## config.mk

```make
export PLATFORM = sky130hd
export DESIGN_NAME = alu_issue_stage_flat
export DESIGN_NICKNAME = d
export VERILOG_FILES = /design/src/rtl/alu_issue_stage_if.sv /design/src/rtl/alu_issue_stage.sv /design/src/flat_wrapper.sv
export SDC_FILE = /design/constraint.sdc
export NUM_CORES = 1
export LEC_CHECK = 0
export CORE_ASPECT_RATIO = 1.25
export CORE_MARGIN = 2
export CORE_UTILIZATION = 35
export DETAILED_ROUTE_END_ITERATION = 6
export GPL_ROUTABILITY_DRIVEN = 0
export SLEW_MARGIN = 20
export SYNTH_ARGS = -nofsm -noshare
export SYNTH_HDL_FRONTEND = slang
export SYNTH_SLANG_ARGS = --single-unit
```

## constraint.sdc

```tcl
create_clock -name clk -period 2.4 [get_ports clk]
set_input_delay 0.48 -clock clk [delete_from_list [all_inputs] [get_ports clk]]
set_output_delay 0.48 -clock clk [all_outputs]
set_load 0.005 [all_outputs]
```

## src/rtl/alu_issue_stage_if.sv

```systemverilog
// Bundled handshake/payload signals between register-read, the issue stage and the ALU.
// slave is the issue stage's view; master is the surrounding environment.
interface alu_issue_stage_if #(
    parameter int unsigned DATA_W = 32,
    parameter int unsigned TAG_W  = 5
);
    logic              in_valid;
    logic              in_ready;
    logic [1:0]        in_alu_op;
    logic [5:0]        in_funct;
    logic [DATA_W-1:0] in_a;
    logic [DATA_W-1:0] in_b;
    logic [TAG_W-1:0]  in_rd;
    logic              out_valid;
    logic              out_ready;
    logic [DATA_W-1:0] out_a;
    logic [DATA_W-1:0] out_b;
    logic [3:0]        out_alu_ctl;
    logic [TAG_W-1:0]  out_rd;
    logic              out_illegal;

    modport slave (
        input  in_valid, in_alu_op, in_funct, in_a, in_b, in_rd, out_ready,
        output in_ready, out_valid, out_a, out_b, out_alu_ctl, out_rd, out_illegal
    );

    modport master (
        output in_valid, in_alu_op, in_funct, in_a, in_b, in_rd, out_ready,
        input  in_ready, out_valid, out_a, out_b, out_alu_ctl, out_rd, out_illegal
    );
endinterface

```

## src/rtl/alu_issue_stage.sv

```systemverilog
// ALU issue stage: decodes ALUOp/funct to a 4-bit ALU control code and holds entries in a 2-deep skid buffer.
// Optional macro ALU_NOR_EN enables the nor encoding (funct 100111 -> 1100).
module alu_issue_stage #(
    parameter int unsigned DATA_W = 32,
    parameter int unsigned TAG_W  = 5
) (
    input  logic               clk,
    input  logic               rst,
    input  logic               flush,
    alu_issue_stage_if.slave   bus
);
    localparam int unsigned CTL_W = 4;
    localparam logic [CTL_W-1:0] CTL_AND = 4'b0000;
    localparam logic [CTL_W-1:0] CTL_OR  = 4'b0001;
    localparam logic [CTL_W-1:0] CTL_ADD = 4'b0010;
    localparam logic [CTL_W-1:0] CTL_SUB = 4'b0110;
    localparam logic [CTL_W-1:0] CTL_SLT = 4'b0111;
    localparam logic [CTL_W-1:0] CTL_BAD = 4'b1111;
`ifdef ALU_NOR_EN
    localparam logic [CTL_W-1:0] CTL_NOR = 4'b1100;
`endif

    typedef struct packed {
        logic [DATA_W-1:0] a;
        logic [DATA_W-1:0] b;
        logic [CTL_W-1:0]  ctl;
        logic [TAG_W-1:0]  rd;
        logic              illegal;
    } entry_t;

    entry_t r_m, r_s, w_m_n, w_s_n, w_dec;
    logic   r_m_valid, r_s_valid, r_in_ready;
    logic   w_m_valid_n, w_s_valid_n;
    logic   w_in_xfer, w_out_xfer;

    // Decode once at acceptance; the captured code travels with the entry.
    always_comb begin
        w_dec.a       = bus.in_a;
        w_dec.b       = bus.in_b;
        w_dec.rd      = bus.in_rd;
        w_dec.ctl     = CTL_BAD;
        w_dec.illegal = 1'b1;
        case (bus.in_alu_op)
            2'b00: begin w_dec.ctl = CTL_ADD; w_dec.illegal = 1'b0; end
            2'b01: begin w_dec.ctl = CTL_SUB; w_dec.illegal = 1'b0; end
            2'b10: begin
                case (bus.in_funct)
                    6'b100000: begin w_dec.ctl = CTL_ADD; w_dec.illegal = 1'b0; end
                    6'b100010: begin w_dec.ctl = CTL_SUB; w_dec.illegal = 1'b0; end
                    6'b100100: begin w_dec.ctl = CTL_AND; w_dec.illegal = 1'b0; end
                    6'b100101: begin w_dec.ctl = CTL_OR;  w_dec.illegal = 1'b0; end
                    6'b101010: begin w_dec.ctl = CTL_SLT; w_dec.illegal = 1'b0; end
`ifdef ALU_NOR_EN
                    6'b100111: begin w_dec.ctl = CTL_NOR; w_dec.illegal = 1'b0; end
`endif
                    default: ;
                endcase
            end
            default: ;
        endcase
    end

    // Flush drops a same-cycle input but lets a same-cycle output transfer complete.
    assign w_in_xfer  = bus.in_valid & r_in_ready & ~flush;
    assign w_out_xfer = r_m_valid & bus.out_ready;

    always_comb begin
        w_m_n       = r_m;
        w_s_n       = r_s;
        w_m_valid_n = r_m_valid;
        w_s_valid_n = r_s_valid;
        if (flush) begin
            w_m_valid_n = 1'b0;
            w_s_valid_n = 1'b0;
        end else if (w_out_xfer) begin
            if (r_s_valid) begin
                w_m_n       = r_s;
                w_s_valid_n = w_in_xfer;
                if (w_in_xfer) w_s_n = w_dec;
            end else begin
                w_m_valid_n = w_in_xfer;
                if (w_in_xfer) w_m_n = w_dec;
            end
        end else if (w_in_xfer) begin
            if (!r_m_valid) begin
                w_m_n       = w_dec;
                w_m_valid_n = 1'b1;
            end else begin
                w_s_n       = w_dec;
                w_s_valid_n = 1'b1;
            end
        end
    end

    always_ff @(posedge clk) begin
        if (rst) begin
            r_m        <= '0;
            r_s        <= '0;
            r_m_valid  <= 1'b0;
            r_s_valid  <= 1'b0;
            r_in_ready <= 1'b1;
        end else begin
            r_m        <= w_m_n;
            r_s        <= w_s_n;
            r_m_valid  <= w_m_valid_n;
            r_s_valid  <= w_s_valid_n;
            r_in_ready <= ~w_s_valid_n;
        end
    end

    assign bus.in_ready    = r_in_ready;
    assign bus.out_valid   = r_m_valid;
    assign bus.out_a       = r_m.a;
    assign bus.out_b       = r_m.b;
    assign bus.out_alu_ctl = r_m.ctl;
    assign bus.out_rd      = r_m.rd;
    assign bus.out_illegal = r_m.illegal;
endmodule

```

## src/flat_wrapper.sv

```systemverilog
// flat-port wrapper written by rule: the top's interface ports become plain ports
module alu_issue_stage_flat 
#(
    parameter int unsigned DATA_W = 32,
    parameter int unsigned TAG_W  = 5
)
  (clk, rst, flush, bus_in_valid, bus_in_alu_op, bus_in_funct, bus_in_a, bus_in_b, bus_in_rd, bus_out_ready, bus_in_ready, bus_out_valid, bus_out_a, bus_out_b, bus_out_alu_ctl, bus_out_rd, bus_out_illegal);
  alu_issue_stage_if #(.DATA_W(DATA_W), .TAG_W(TAG_W)) bus_i ();
  input  logic clk;
  input  logic rst;
  input  logic flush;
  input wire logic [$bits(bus_i.in_valid)-1:0] bus_in_valid;
  input wire logic [$bits(bus_i.in_alu_op)-1:0] bus_in_alu_op;
  input wire logic [$bits(bus_i.in_funct)-1:0] bus_in_funct;
  input wire logic [$bits(bus_i.in_a)-1:0] bus_in_a;
  input wire logic [$bits(bus_i.in_b)-1:0] bus_in_b;
  input wire logic [$bits(bus_i.in_rd)-1:0] bus_in_rd;
  input wire logic [$bits(bus_i.out_ready)-1:0] bus_out_ready;
  output wire logic [$bits(bus_i.in_ready)-1:0] bus_in_ready;
  output wire logic [$bits(bus_i.out_valid)-1:0] bus_out_valid;
  output wire logic [$bits(bus_i.out_a)-1:0] bus_out_a;
  output wire logic [$bits(bus_i.out_b)-1:0] bus_out_b;
  output wire logic [$bits(bus_i.out_alu_ctl)-1:0] bus_out_alu_ctl;
  output wire logic [$bits(bus_i.out_rd)-1:0] bus_out_rd;
  output wire logic [$bits(bus_i.out_illegal)-1:0] bus_out_illegal;
  assign bus_i.in_valid = bus_in_valid;
  assign bus_i.in_alu_op = bus_in_alu_op;
  assign bus_i.in_funct = bus_in_funct;
  assign bus_i.in_a = bus_in_a;
  assign bus_i.in_b = bus_in_b;
  assign bus_i.in_rd = bus_in_rd;
  assign bus_i.out_ready = bus_out_ready;
  assign bus_in_ready = bus_i.in_ready;
  assign bus_out_valid = bus_i.out_valid;
  assign bus_out_a = bus_i.out_a;
  assign bus_out_b = bus_i.out_b;
  assign bus_out_alu_ctl = bus_i.out_alu_ctl;
  assign bus_out_rd = bus_i.out_rd;
  assign bus_out_illegal = bus_i.out_illegal;
  alu_issue_stage #(.DATA_W(DATA_W), .TAG_W(TAG_W)) u_core (.clk(clk), .rst(rst), .flush(flush), .bus(bus_i));
endmodule
```

# ---- Word-level counts from Yosys, hierarchy flattened
# Index checks and enable logic that the tools add are counted.
dict set report word_totals {
  register_bits 151
  latch_bits 0
  mem_bits_rw 0
  rom_bits 0
  in_bits 82
  elab_cells 60
  mem_count 0
}
dict set report classes {
  n_addsub 0
  multipliers 0
  div 0
  order_cmp 0
  n_eq_ne 11
  n_shift 0
  n_mux 21
  n_bitwise 5
  reduce_logical 10
}
# cell count
set ops {}
lappend ops {{74-bit 2-to-1 mux} 9}
lappend ops {{6-bit == test (second input constant)} 5}
lappend ops {{4-bit one-hot mux with 5 select lines} 1}
lappend ops {{4-bit one-hot mux with 3 select lines} 1}
lappend ops {{1-bit 2-to-1 mux} 9}
lappend ops {{2-bit != test (second input constant)} 3}
lappend ops {{2-bit nonzero test} 3}
lappend ops {{5-bit AND reduction} 1}
lappend ops {{5-bit OR reduction} 1}
lappend ops {{4-bit AND reduction} 1}
lappend ops {{2-bit OR reduction} 2}
lappend ops {{1-bit AND} 3}
lappend ops {{2-bit by 1-bit == test with 1-bit output (second input constant)} 1}
lappend ops {{2-bit == test (second input constant)} 1}
lappend ops {{2-bit zero test} 1}
lappend ops {{2-bit by 1-bit != test with 1-bit output (second input constant)} 1}
lappend ops {{1-bit NOT} 2}
lappend ops {{1-bit one-hot mux with 2 select lines} 1}
lappend ops {{2-bit AND reduction} 1}

# ---- Depth between registers and ports, before layout
# Gate-level depths: netlist of the first run.
dict set report logic_depth {
  word_depth 7
  mapped_depth 7
  mapped_depth_nobuf 4
}

# ---- Least setup slack after synthesis of the first run
# No wires, ideal clock.
dict set report synth_path {
  kind {in2reg}
  from {in bus_in_valid}
  to {reg u_core.r_s[5] (netlist bit)}
  setup_time_ns 0.132
  arrival_ns 1.503
  t_required_ns 2.268
  path_slack_ns 0.765
  cell_stages 6
  path_buffers 2
  path_cell_list {nand2_1 > or4b_1 > buf_2 > buf_2 > nand2_1 > a21oi_1}
}
dict set report synth_via {
  elab_chain_cells 4
  elab_cells_between_ends 5
}
# element line_no
set synth_rtl {}
lappend synth_rtl {{from (decl)} flat_wrapper.sv:12} ;# input wire logic [$bits(bus_i.in_valid)-1:0] bus_in_valid;
lappend synth_rtl {{1-bit AND * (2 in a row)} alu_issue_stage.sv:64} ;# assign w_in_xfer = bus.in_valid & r_in_ready & ~flush;
lappend synth_rtl {{2-bit != test (no source line) or 2-bit nonzero test (tied branches)} --}
lappend synth_rtl {{5-bit AND reduction (no source line) *} --}
lappend synth_rtl {{to (signal assigned)} alu_issue_stage.sv:104} ;# r_s <= w_s_n;
lappend synth_rtl {{to (decl)} alu_issue_stage.sv:31} ;# entry_t r_m, r_s, w_m_n, w_s_n, w_dec;
# Mark *: on every way between the ends. The rest lies on a longest branch, timed or not.
# A chain may end at the register's enable or synchronous reset.

# ---- Worst setup path in the final report of the first run
dict set report layout_path {
  from {reg u_core.r_m_valid (netlist: u_core.bus.out_valid)}
  to {out bus_out_valid}
}
# element line_no
set layout_rtl {}
lappend layout_rtl {{from (decl)} alu_issue_stage.sv:32} ;# logic r_m_valid, r_s_valid, r_in_ready;
lappend layout_rtl {{from (signal assigned)} alu_issue_stage.sv:105} ;# r_m_valid <= w_m_valid_n;
lappend layout_rtl {{to (decl)} flat_wrapper.sv:20} ;# output wire logic [$bits(bus_i.out_valid)-1:0] bus_out_valid;
# No word-level cell between the ends.

==> results.sh, run 1 <==
export IMPL_status="complete, no violations"
export IMPL_slew_viol_final=0
export IMPL_path_buf_inv=1
export IMPL_ant_nets=0
export IMPL_ir_worst_vdd_mv=0.401
export IMPL_worstMarginPinSlew_ns=0.396
export IMPL_hold_violations=0
export IMPL_postSynth_asyncResetShare_pct=0
export IMPL_area_growth_pct=42.4
export IMPL_grt_max_degree=77
export IMPL_r2r_end="u_core.bus.out_a[15]"
export IMPL_start_util_pct=35.9
export IMPL_drtIter0Drc=319
export IMPL_holdPathStages=2
export IMPL_rsz0062_at_grt="no"
export IMPL_worstPathRequired_ns=1.92
export IMPL_critPathMaxStageDelay_ns=0.60
export IMPL_die_area_sq_um=17800
export IMPL_syn_area_sq_um=5860
export IMPL_route_detailed_drc=0
export IMPL_cpMaxStageDelayCell="clkdlybuf4s50_1"
export IMPL_yosysTopAreaCell="dfxtp_1"
export IMPL_worstSetupPathType="flip-flop to primary output"
export IMPL_worstHoldEndpoint="u_core.r_s[60]"
export IMPL_clock_path_buffers=2
export IMPL_grt_overflow=0
export IMPL_grt_pass1_wl_microns=25300
export IMPL_crit_path_end_kind="primary output"
export IMPL_r2r_cells=6
export IMPL_cts_buffers=17
export IMPL_synth_commonest_cells="nand2_1, dfxtp_1, nor2_1"
export IMPL_finalSetupViolations=0
export IMPL_grt_antenna_before_repair=0
export IMPL_slew_headroom_pct=73.2
export IMPL_total_power_mw=6.06
export IMPL_skew_ns=0.00482
export IMPL_io_pin_count=158
export IMPL_reg2reg_slack_ns=0.58
export IMPL_cts_htree_levels=4
export IMPL_path_max_fanout=10
export IMPL_yosysWarnings=0
export IMPL_cts_setup_buffers=0
export IMPL_seq_area_frac_synth_pct=50.9
export IMPL_wl_per_cell_microns=14.1
export IMPL_via_per_inst=4.90
export IMPL_fin_nets=966
export IMPL_syn_nets=834
export IMPL_power_density_nw_per_um2=726
export IMPL_cts_resized=0
export IMPL_fp_coreArea_sq_um=16300
export IMPL_hold_start="rst"
export IMPL_track_usage_pct=17.8
export IMPL_setup_slack_ns=0.368
export IMPL_path_cells="clkdlybuf4s50_1"
export IMPL_cts_reportedPaths_clkPinSlew_ns=0.06
export IMPL_antenna_cells=0
export IMPL_num_vias=5449
export IMPL_leakagePower_nw=2.94
export IMPL_ys_top_cells_by_area="dfxtp_1, nand2_1, a311oi_1"
export IMPL_synthDistinctLibCells=26
export IMPL_ys_ff_latch=149
export IMPL_netlist_instances=752
export IMPL_clock_sinks=149
export IMPL_r2r_start="u_core.bus.out_valid"
export IMPL_fin_crit_ns=2.03
export IMPL_min_path_type="primary input to flip-flop"
export IMPL_syn_area_per_cell_sq_um=7.80
export IMPL_fin_setup_tns_ns=0
export IMPL_synth_edff_count=0
export IMPL_fmax_mhz=492
export IMPL_post_place_ws_ns=0.0827
export IMPL_start_kind="flip-flop"
export IMPL_die_w_microns=120
export IMPL_synth_most_common_cell="nand2_1"
export IMPL_drive_gt1_share_pct=6.58
export IMPL_dr_pass1_iters=4
export IMPL_post_dp_hpwl_microns=9960
export IMPL_cts_root_buf="clkbuf_16"
export IMPL_clock_latency_ns=0.41
export IMPL_wl_microns=15700
export IMPL_ctsHoldBuffers=0
export IMPL_synth_top_area_share_pct=50.9
export IMPL_port_buffers=157
export IMPL_path_delay_family="buffers and inverters"
export IMPL_synthFlopType="dfxtp_1"
export IMPL_cts_tree="yes"
export IMPL_maxCapViolCount=0
export IMPL_grt_pass1_vias=4923
export IMPL_fp_row_count=52
export IMPL_fin_crit_sh_pct=84.7
export IMPL_die_y_microns=149
export IMPL_arrival_ns=1.55
==> how the worst max path moves through the flow <==
stage                                     from                   end  slack, ns  depth (start not counted)
after global routing      u_core.bus.out_valid         bus_out_valid       0.30                          1
after CTS                 u_core.bus.out_valid         bus_out_valid       0.34                          1
after global placement            bus_in_valid         u_core.r_s[8]       0.11                          6
final                     u_core.bus.out_valid         bus_out_valid       0.37                          1
after detailed placement         bus_out_ready  u_core.bus.out_a[20]       0.08                          7
after floorplan                   bus_in_valid         u_core.r_s[5]       0.76                          6
==> routing by layer <==
layer	up-vias	track usage [%]	part of all wire, %	wire, microns
met1	2501	22.6	47	7310
met2	130	29.9	48	7460
li1	2801	-	-	-
met5	-	0	0	0
met3	17	3.80	4.4	692
met4	0	6.53	1.5	238
==> sequential cells by signal, indices dropped and copies added (netlist names) <==
signal,count
u_core.bus.out_b,32
u_core.bus.out_a,32
u_core.bus.out_illegal,1
u_core.bus.in_ready,1
u_core.r_s_valid,1
u_core.r_s,73
u_core.bus.out_valid,1
u_core.bus.out_alu_ctl,3
u_core.bus.out_rd,5
==> layout by cell type, fill, tap and decap left out, types with 3 or more instances in the layout <==
cell and n:
buf_4 11, nor3_1 3, clkdlybuf4s50_1 156, nand2_1 284, nor2_1 76, a21oi_1 74
dfxtp_1 149, nand2b_1 5, clkinv_2 4, clkbuf_8 7, nand3_1 5, clkbuf_16 17
a311oi_1 71, buf_12 11, bufinv_16 3
==> area by class of cell <==
type	instances	area, sq um
fill	1571	7980
multi-input combinational	536	2580
inverter	2	7.51
tap	216	270
clock buffer	24	522
clock inverter	8	118
sequential	149	2980
timing repair buffer	178	1860
==> where the power goes <==
group          internal, mW  switching [mW]
Combinational         0.369           0.257
Sequential             2.57          0.0561
Clock                  1.82           0.986
Total                  4.76            1.30
==> metrics by stage <==
stage                     hold WS, ns  utilization (%)  instances  cell area [sq um]
final                           0.440             51.1       1113               8350
after floorplan                 0.437                -        752               5860
after detailed placement        0.447             47.2       1081               7710
after global routing            0.450             51.1       1113               8350
after global placement          0.442             47.2       1081               7710
after CTS                       0.425             51.1       1113               8350
==> cell families after synthesis <==
group | count (synthesis) | share of synthesized area, %
buffers and inverters | 67 | 5.55
AND/OR/NAND/NOR | 382 | 25.4
flip-flops | 149 | 50.9
AO/OA/AOI/OAI | 154 | 18.2
Note: power is estimated with default switching activity, not from simulation.
==> run 2: changes to the inputs <==
clock period = 1.9 ns   (was 2.4 ns; I/O delays follow)
==> run 2 against run 1 <==
  * Core utilization grew 0.67 points
  * Flip-flop and latch count is the same
  * Combinational power rose by 30%
  * Via count rose by 1.7%
  * Cell count increased by 1.6%
  * Die area stayed put
  * Clock power grew 10%
  * Non-clock buffer count up 18
  * Sequential share of layout area fell by 0.42 points
  * Hold slack lost 0.018 ns
  * Total power up 19%
  * Sequential power up 26%
  * Largest power group is now sequential cells
==> results.sh, run 2 (synthesized netlist as in run 1, its figures left out) <==
export IMPL_status="complete, no violations"
export IMPL_fin_crit_sh_pct=97.2
export IMPL_worstSetupPathType="flip-flop to primary output"
export IMPL_start_kind="flip-flop"
export IMPL_ir_worst_vdd_mv=0.467
export IMPL_multiInputGateArea_sq_um=2580
export IMPL_fin_crit_ns=1.85
export IMPL_drtIter0Drc=343
export IMPL_maxCapViolCount=0
export IMPL_fmax_mhz=541
export IMPL_die_area_sq_um=17800
export IMPL_crit_path_end_kind="primary output"
export IMPL_worstHoldEndpoint="u_core.bus.out_alu_ctl[2]"
export IMPL_leakagePower_nw=2.99
export IMPL_rsz0062_at_grt="yes"
export IMPL_post_dp_hpwl_microns=10400
export IMPL_grt_antenna_before_repair=0
export IMPL_wl_per_cell_microns=14.1
export IMPL_drive_gt1_share_pct=8.31
export IMPL_antenna_cells=0
export IMPL_cts_buffers=17
export IMPL_r2r_end="u_core.bus.out_b[3]"
export IMPL_ff_latch_area_sq_um=2990
export IMPL_grt_pass1_vias=5100
export IMPL_r2r_start="u_core.bus.in_ready"
export IMPL_skew_ns=0.00457
export IMPL_start_util_pct=35.9
export IMPL_holdPathStages=2
export IMPL_slew_viol_final=0
export IMPL_ant_nets=0
export IMPL_io_pin_count=158
export IMPL_final_area_sq_um=8460
export IMPL_track_usage_pct=18.2
export IMPL_arrival_ns=1.47
export IMPL_area_growth_pct=44.2
export IMPL_place_area_sq_um=7910
export IMPL_fillers=1561
export IMPL_cts_reportedPaths_clkPinSlew_ns=0.06
export IMPL_total_power_mw=7.22
export IMPL_power_density_nw_per_um2=854
export IMPL_worstMarginPinSlew_ns=0.480
export IMPL_final_common_cell="nand2_1"
export IMPL_hold_violations=0
export IMPL_grt_overflow=0
export IMPL_hold_start="rst"
export IMPL_largest_reg_flops=73
export IMPL_fp_row_count=52
export IMPL_cts_htree_levels=4
export IMPL_wl_microns=15900
export IMPL_min_path_type="primary input to flip-flop"
export IMPL_via_per_inst=4.90
export IMPL_r2r_cells=7
export IMPL_clock_sinks=149
export IMPL_placed_cells=1099
export IMPL_grt_pass1_wl_microns=25800
export IMPL_regMostFlops="u_core.r_s"
export IMPL_fin_nets=984
export IMPL_num_vias=5540
export IMPL_final_cell_mix="nand2_1, clkdlybuf4s50_1, dfxtp_1, nor2_1, a21oi_1"
export IMPL_fin_cells=1131
export IMPL_clock_path_buffers=2
export IMPL_die_w_microns=120
export IMPL_reg2reg_slack_ns=0.21
export IMPL_grt_max_degree=49
export IMPL_route_detailed_drc=0
export IMPL_finalSetupViolations=0
export IMPL_port_buffers=157
export IMPL_clock_latency_ns=0.42
export IMPL_fp_coreArea_sq_um=16300
export IMPL_cts_tree="yes"
export IMPL_worstPathRequired_ns=1.52
export IMPL_cts_root_buf="clkbuf_16"
export IMPL_dr_pass1_iters=5
export IMPL_path_max_fanout=7
export IMPL_ctsHoldBuffers=0
export IMPL_die_y_microns=149
export IMPL_slew_headroom_pct=68.0
-- run 2: routing by layer --
layer	vias up	share of wire (%)	global-route usage, %	routed length, microns
met4	0	1.6	6.53	256
li1	2837	-	-	-
met2	156	48	29.7	7640
met5	-	0	0	0
met1	2529	45	23.2	7140
met3	18	5.4	4.56	864
-- run 2: how the worst max path moves through the flow --
| stage | cells past startpoint | slack [ns] | start | endpoint |
|---|---|---|---|---|
| after floorplan | 6 | 0.36 | bus_in_valid | u_core.r_s[5] |
| after global placement | 7 | -0.26 | bus_in_valid | u_core.bus.out_a[9] |
| after detailed placement | 7 | -0.35 | bus_in_valid | u_core.bus.out_a[7] |
| after CTS | 2 | 0.01 | u_core.bus.out_valid | bus_out_valid |
| after global routing | 8 | -0.02 | bus_in_valid | u_core.bus.out_b[5] |
| final | 2 | 0.05 | u_core.bus.out_valid | bus_out_valid |
-- run 2: where the power goes --
group	internal, mW	switching [mW]
registers	3.25	0.0702
clock network	1.79	1.30
logic	0.485	0.328
total	5.52	1.70
-- run 2: worst max-delay path, stage by stage (launching register included) --
cell,delay (ns)
dfxtp_4,0.38
buf_4,0.15
clkdlybuf4s50_1,0.52
-- run 2: repair_timing --
action	4_1_cts	5_1_grt
endpoints found under the setup margin	1	12
buffers inserted	0	0
gates resized for setup	1	2
-- run 2: area by class of cell --
| class | count | area share, % |
|---|---|---|
| well taps | 216 | 3.20 |
| clock buffers | 19 | 5.12 |
| multi-input cells | 536 | 30.6 |
| inverters | 2 | 0.0888 |
| clock inverters | 13 | 1.30 |
| repair buffers | 196 | 24.4 |
| flip-flops and latches | 149 | 35.3 |
-- run 2: metrics by stage --
step	utilization, %	hold slack (ns)	TNS, ns	setup slack [ns]
after global routing	51.8	0.433	-0.0204	-0.0154
after detailed placement	48.4	0.447	-28.69	-0.345
after floorplan	-	0.437	0	0.365
after CTS	51.7	0.412	0	0.00996
final	51.8	0.422	0	0.0528
after global placement	48.4	0.442	-25.27	-0.258
